`config.mk`:
```
export PLATFORM = sky130hd
export DESIGN_NAME = exp_avg_bank
export DESIGN_NICKNAME = d
export VERILOG_FILES = /design/src/rtl/exp_avg_pkg.sv /design/src/rtl/exp_avg_tick.sv /design/src/rtl/exp_avg_bank.sv
export SDC_FILE = /design/constraint.sdc
export NUM_CORES = 1
export LEC_CHECK = 0
export BUFFER_PORTS_ARGS = -buffer_cell sky130_fd_sc_hd__buf_2
export CAP_MARGIN = 30
export CORE_MARGIN = 3
export CORE_UTILIZATION = 40
export CTS_CLUSTER_DIAMETER = 60
export DETAILED_ROUTE_END_ITERATION = 7
export PLACE_DENSITY = 0.71
export SLEW_MARGIN = 20
export SYNTH_ARGS = -nofsm -noshare
export SYNTH_HDL_FRONTEND = slang
export SYNTH_SLANG_ARGS = --single-unit
```
`constraint.sdc`:
```
create_clock -name clk -period 6.8 [get_ports clk]
set_input_delay 1.02 -clock clk [delete_from_list [all_inputs] [get_ports clk]]
set_output_delay 1.02 -clock clk [all_outputs]
set_load 0.01 [all_outputs]
```
`src/rtl/exp_avg_pkg.sv`:
```
// Shared constants, sequencer state type and width helper for the exponential-average bank.
package exp_avg_pkg;

  localparam int unsigned TICK_W_FULL = 22;
  localparam int unsigned TICK_W_FAST = 16;

  typedef enum logic {
    IDLE   = 1'b0,
    UPDATE = 1'b1
  } state_e;

  function automatic int unsigned acc_w(input int unsigned data_w, input int unsigned shift);
    return data_w + shift;
  endfunction

endpackage

```
`src/rtl/exp_avg_tick.sv`:
```
// Free-running periodic sample timer; tick_o is high for the one cycle the counter holds all-ones.
module exp_avg_tick
  import exp_avg_pkg::*;
#(
  parameter int unsigned FAST_SIM = 1
) (
  input  logic clk,
  input  logic rst_n,
  output logic tick_o
);

  localparam int unsigned TICK_W = (FAST_SIM != 0) ? TICK_W_FAST : TICK_W_FULL;
  localparam logic [TICK_W-1:0] PRE_WRAP = {{(TICK_W-1){1'b1}}, 1'b0};

  logic [TICK_W-1:0] cnt_q;
  logic              tick_q;

  // Flag is registered one count early so it lines up with the all-ones value.
  always_ff @(posedge clk or negedge rst_n) begin
    if (!rst_n) begin
      cnt_q  <= '0;
      tick_q <= 1'b0;
    end else begin
      cnt_q  <= cnt_q + TICK_W'(1);
      tick_q <= (cnt_q == PRE_WRAP);
    end
  end

  assign tick_o = tick_q;

endmodule

```
`src/rtl/exp_avg_bank.sv`:
```
// Multi-channel exponential averager with round-robin shared update datapath.
// Optional sticky overrun flags are built when EXP_AVG_OVERRUN_EN is defined.
module exp_avg_bank
  import exp_avg_pkg::*;
#(
  parameter int unsigned NUM_CH   = 4,
  parameter int unsigned DATA_W   = 12,
  parameter int unsigned SHIFT    = 2,
  parameter int unsigned FAST_SIM = 1
) (
  input  logic                     clk,
  input  logic                     rst_n,
  input  logic [NUM_CH*DATA_W-1:0] smpl_in,
  input  logic [NUM_CH-1:0]        mode,
  input  logic [NUM_CH-1:0]        strobe,
  input  logic [NUM_CH-1:0]        seed,
  input  logic                     ovr_clr,
  output logic [NUM_CH*DATA_W-1:0] avg_out,
  output logic [NUM_CH-1:0]        avg_vld,
  output logic [NUM_CH-1:0]        overrun
);

  localparam int unsigned ACC_W  = acc_w(DATA_W, SHIFT);
  localparam int unsigned PROD_W = ACC_W + SHIFT;
  localparam int unsigned CH_W   = $clog2(NUM_CH);

  state_e              state_q, state_d;
  logic [NUM_CH-1:0]   pend_q, pend_d;
  logic [NUM_CH-1:0]   seedf_q, seedf_d;
  logic [NUM_CH-1:0]   vld_q, vld_d;
  logic [CH_W-1:0]     rr_q, rr_d;
  logic [ACC_W-1:0]    acc_q [NUM_CH];

  logic                tick;
  logic [NUM_CH-1:0]   trig;
  logic [CH_W-1:0]     sel;
  logic                found;
  logic                svc;
  logic [DATA_W-1:0]   samp;
  logic [PROD_W-1:0]   prod;
  logic [ACC_W-1:0]    acc_next;

  exp_avg_tick #(
    .FAST_SIM (FAST_SIM)
  ) u_tick (
    .clk    (clk),
    .rst_n  (rst_n),
    .tick_o (tick)
  );

  assign trig = ({NUM_CH{tick}} & ~mode) | (strobe & mode) | seed;

  // First pending channel at or after the round-robin pointer.
  always_comb begin
    int unsigned idx;
    idx   = 0;
    sel   = '0;
    found = 1'b0;
    for (int unsigned k = 0; k < NUM_CH; k++) begin
      idx = 32'(rr_q) + k;
      if (idx >= NUM_CH) idx = idx - NUM_CH;
      if (!found && pend_q[CH_W'(idx)]) begin
        found = 1'b1;
        sel   = CH_W'(idx);
      end
    end
  end

  assign svc = (state_q == UPDATE) && found;

  // Shared update: acc*(2^SHIFT-1) formed as (acc<<SHIFT)-acc in a widened product.
  always_comb begin
    samp     = smpl_in[32'(sel)*DATA_W +: DATA_W];
    prod     = (PROD_W'(acc_q[sel]) << SHIFT) - PROD_W'(acc_q[sel]);
    acc_next = seedf_q[sel] ? (ACC_W'(samp) << SHIFT)
                            : ACC_W'(samp) + ACC_W'(prod >> SHIFT);
  end

  always_comb begin
    state_d = state_q;
    pend_d  = pend_q;
    seedf_d = seedf_q;
    rr_d    = rr_q;
    vld_d   = '0;
    if (svc) begin
      pend_d[sel]  = 1'b0;
      seedf_d[sel] = 1'b0;
      vld_d[sel]   = 1'b1;
      rr_d         = (32'(sel) == NUM_CH - 1) ? '0 : sel + CH_W'(1);
    end
    pend_d  = pend_d | trig;
    seedf_d = seedf_d | seed;
    unique case (state_q)
      IDLE:    if (|pend_d)  state_d = UPDATE;
      UPDATE:  if (~|pend_d) state_d = IDLE;
      default: state_d = IDLE;
    endcase
  end

  always_ff @(posedge clk or negedge rst_n) begin
    if (!rst_n) state_q <= IDLE;
    else        state_q <= state_d;
  end

  always_ff @(posedge clk or negedge rst_n) begin
    if (!rst_n) begin
      pend_q  <= '0;
      seedf_q <= '0;
      vld_q   <= '0;
      rr_q    <= '0;
      for (int unsigned i = 0; i < NUM_CH; i++) acc_q[i] <= '0;
    end else begin
      pend_q  <= pend_d;
      seedf_q <= seedf_d;
      vld_q   <= vld_d;
      rr_q    <= rr_d;
      if (svc) acc_q[sel] <= acc_next;
    end
  end

  for (genvar g = 0; g < NUM_CH; g++) begin : g_out
    assign avg_out[g*DATA_W +: DATA_W] = acc_q[g][ACC_W-1:SHIFT];
  end

  assign avg_vld = vld_q;

`ifdef EXP_AVG_OVERRUN_EN
  logic [NUM_CH-1:0] ovr_q;
  logic [NUM_CH-1:0] ovr_set;

  // Trigger lost to an already-pending channel that is not being serviced now.
  assign ovr_set = trig & pend_q & ~vld_d;

  always_ff @(posedge clk or negedge rst_n) begin
    if (!rst_n) ovr_q <= '0;
    else        ovr_q <= (ovr_clr ? '0 : ovr_q) | ovr_set;
  end

  assign overrun = ovr_q;
`else
  logic unused_ovr_clr;
  assign unused_ovr_clr = ovr_clr;
  assign overrun        = '0;
`endif

endmodule

```
==> reports/metrics.cfg <==
[clocking]
cts_buffer_depth=2
cts_tree=built
clock-sinks=88
clk_latency_ps=350
clk_pin_slew_ps=70
post_cts.repair.setup_buffers=0
numCtsBuffers=9
cts_root_buf=clkbuf_16
cts_resized=0
htreeDepth=3
hold_buffers=0

[outcome]
status=completed

[sta]
timing.setup.tns_ps=0
rsz0062_at_grt=false
setup_viol=0
slew_headroom_pct=52.5
clock.fmax_mhz=166
slew_violations=0
period_needed_ps=6030
finClkSkew_ps=10.1
finalCritPeriodShare_pct=88.6
worstMarginPinSlew_ps=711
hold_viol=0

[critical_path]
critPathKind=reg2reg
arrival_ps=6260
startpoint_type=flip-flop
crit_fanout=16
r2r_slack_ps=770
cp-end-kind=flip-flop
rr_startpoint=rr_q[1]$_DFFE_PN0P_
max_stage_delay_ps=450
crit_buf_inv=3
rr_worst_depth=25
crit-reg2reg-capture=avg_out[34]$_DFFE_PN0P_
critPathTopFamily=compound AO/OA/AOI/OAI gates
worst_path_max_delay_cell=dfrtp_1
crit_required_ps=7030

[floorplanning]
die_area_sq_um=17000
ios=119
die_h_microns=130
core.rowCount=44
core_sq_um=14800
start_util_pct=41.8
die_w_microns=130

[layout]
layoutNonFillerInstCount=982
diodes=0
final_area_sq_um=6830
num-fill-cells=1470
drive_gt1_share_pct=22.6
area_growth_pct=10.3
nNetsFinal=888

[synth]
seq_area_frac_synth_pct=35.6
synth_edf_count=0
synth.avg_cell_area_sq_um=8.37
synth_area_sq_um=6190
yosys_warnings=0
synthArstFlopShare_pct=100
synth_top_area_share_pct=35.6
synth_cell_type_count=70
synth_top_area_cell=dfrtp_1
synth_area_leaders=dfrtp_1, nand2_1, buf_4, ha_1, o21ai_0
ys_ff_latch=88
synth_ff_type=dfrtp_1
syn_inst=739

[global_route]
grt_max_degree=72
grt_pass1_wl_mm=24.4
grt_antenna_before_repair=0
grt_pass1_vias=4799
grt_usage_pct=18.3
grt.overflow.total=0

[detailed_routing]
vias=5228
antenna_left=0
viasPerCell=5.32
route.detailed.drc=0
drt_pass1_iterations=5
drtIter0Drc=317
wirelength_mm=15.4
wl_per_cell_microns=15.6

[placed_design]
place_inst=964
gp_congestion=0.868
hpwl_mm=11.2
dpl_cell_area_sq_um=6500
io_buffers=113

[run]
drv_cap=0

[hold_path]
min_path_type=reg2reg
hold_end=rr_q[0]$_DFFE_PN0P_
worstHoldPathCells=1
hold_start=state_q$_DFF_PN0_

-- cells in the mapped netlist (2+ instances only) --
cell type	count
nor2_1	29
inv_1	29
buf_6	3
a211oi_2	3
and3_1	17
buf_1	5
or2_2	2
nor3b_1	3
a211o_1	4
a211oi_1	5
dfrtp_1	88
or4_1	5
a21boi_0	3
ha_1	31
nand2_2	6
a21oi_1	32
a21o_1	10
nand2b_1	4
mux2i_1	4
nand2_1	161
o21bai_1	3
nor2b_1	3
o21a_1	2
a31oi_1	12
mux2_2	14
or3_1	2
buf_4	53
o31a_1	2
or4b_1	2
a22o_2	3
xor2_1	12
nand4_1	6
xnor2_1	25
nor3_1	3
o21ai_0	67
nand3_1	36
clkbuf_1	17
-- cells in the final DEF, fill, tap and decap left out, types with 25 or more instances in the layout --
cell / Yosys / layout
nand2_1: 161 / 161
buf_2: 1 / 112
dfrtp_1: 88 / 88
o21ai_0: 67 / 67
nand3_1: 36 / 36
a21oi_1: 32 / 32
ha_1: 31 / 31
inv_1: 29 / 29
nor2_1: 29 / 29
xnor2_1: 25 / 25
-- flip-flops by register name (all words and copies together) (netlist names) --
register,cells
acc_q,8
avg_out,48
avg_vld,4
pend_q,4
rr_q,2
seedf_q,4
state_q,1
u_tick.cnt_q,16
u_tick.tick_o,1
-- metal layers --
layer	track usage (%)	vias up	part of all wire, %
li1	-	2595	-
met3	3.56	25	5.0
met4	7.44	0	2.2
met1	23.6	2479	44
met2	30.3	129	49
met5	0	-	0
-- how the worst max path moves through the flow --
stage	endpoint	depth (start not counted)	startpoint	slack, ps
after floorplan	avg_out[11]$_DFFE_PN0P_	26	rr_q[1]$_DFFE_PN0P_	1680
after global placement	avg_out[46]$_DFFE_PN0P_	25	rr_q[1]$_DFFE_PN0P_	940
after detailed placement	avg_out[22]$_DFFE_PN0P_	25	rr_q[1]$_DFFE_PN0P_	780
after CTS	avg_out[34]$_DFFE_PN0P_	25	rr_q[1]$_DFFE_PN0P_	690
after global routing	avg_out[46]$_DFFE_PN0P_	25	rr_q[1]$_DFFE_PN0P_	190
final	avg_out[34]$_DFFE_PN0P_	25	rr_q[1]$_DFFE_PN0P_	770
-- cell families (layout without fill, tap and decap cells) --
family          Yosys count  after routing  synth area share, %
fa+ha+maj                32             32                 6.59
xor+xnor                 38             38                 5.60
other cells               1              4               0.0606
compound gates          160            160                 16.3
mux                      19             19                 3.56
flops                    88             88                 35.6
buf+inv                 111            166                 10.6
simple gates            290            291                 21.7
-- final cells by class --
| class | instances | area, sq um | share of cell area, % |
|---|---|---|---|
| clock buffers | 11 | 253 | 3.70 |
| clock inverters | 5 | 38.8 | 0.568 |
| flip-flops and latches | 88 | 2200 | 32.3 |
| well taps | 184 | 230 | 3.37 |
| multi-input cells | 544 | 3350 | 49.1 |
| repair buffers | 119 | 633 | 9.28 |
| inverters | 31 | 120 | 1.76 |
-- metrics by stage --
step	hold slack (ps)	util, %	setup WS (ps)
6_report	452	46.1	774
3_3_place_gp	424	43.9	937
5_1_grt	478	46.1	193
3_5_place_dp	433	43.9	777
2_1_floorplan	411	-	1680
4_1_cts	450	45.9	689
Power is not shown: default switching activity piles up to over one toggle a cycle in this logic, so the estimate is an artifact.
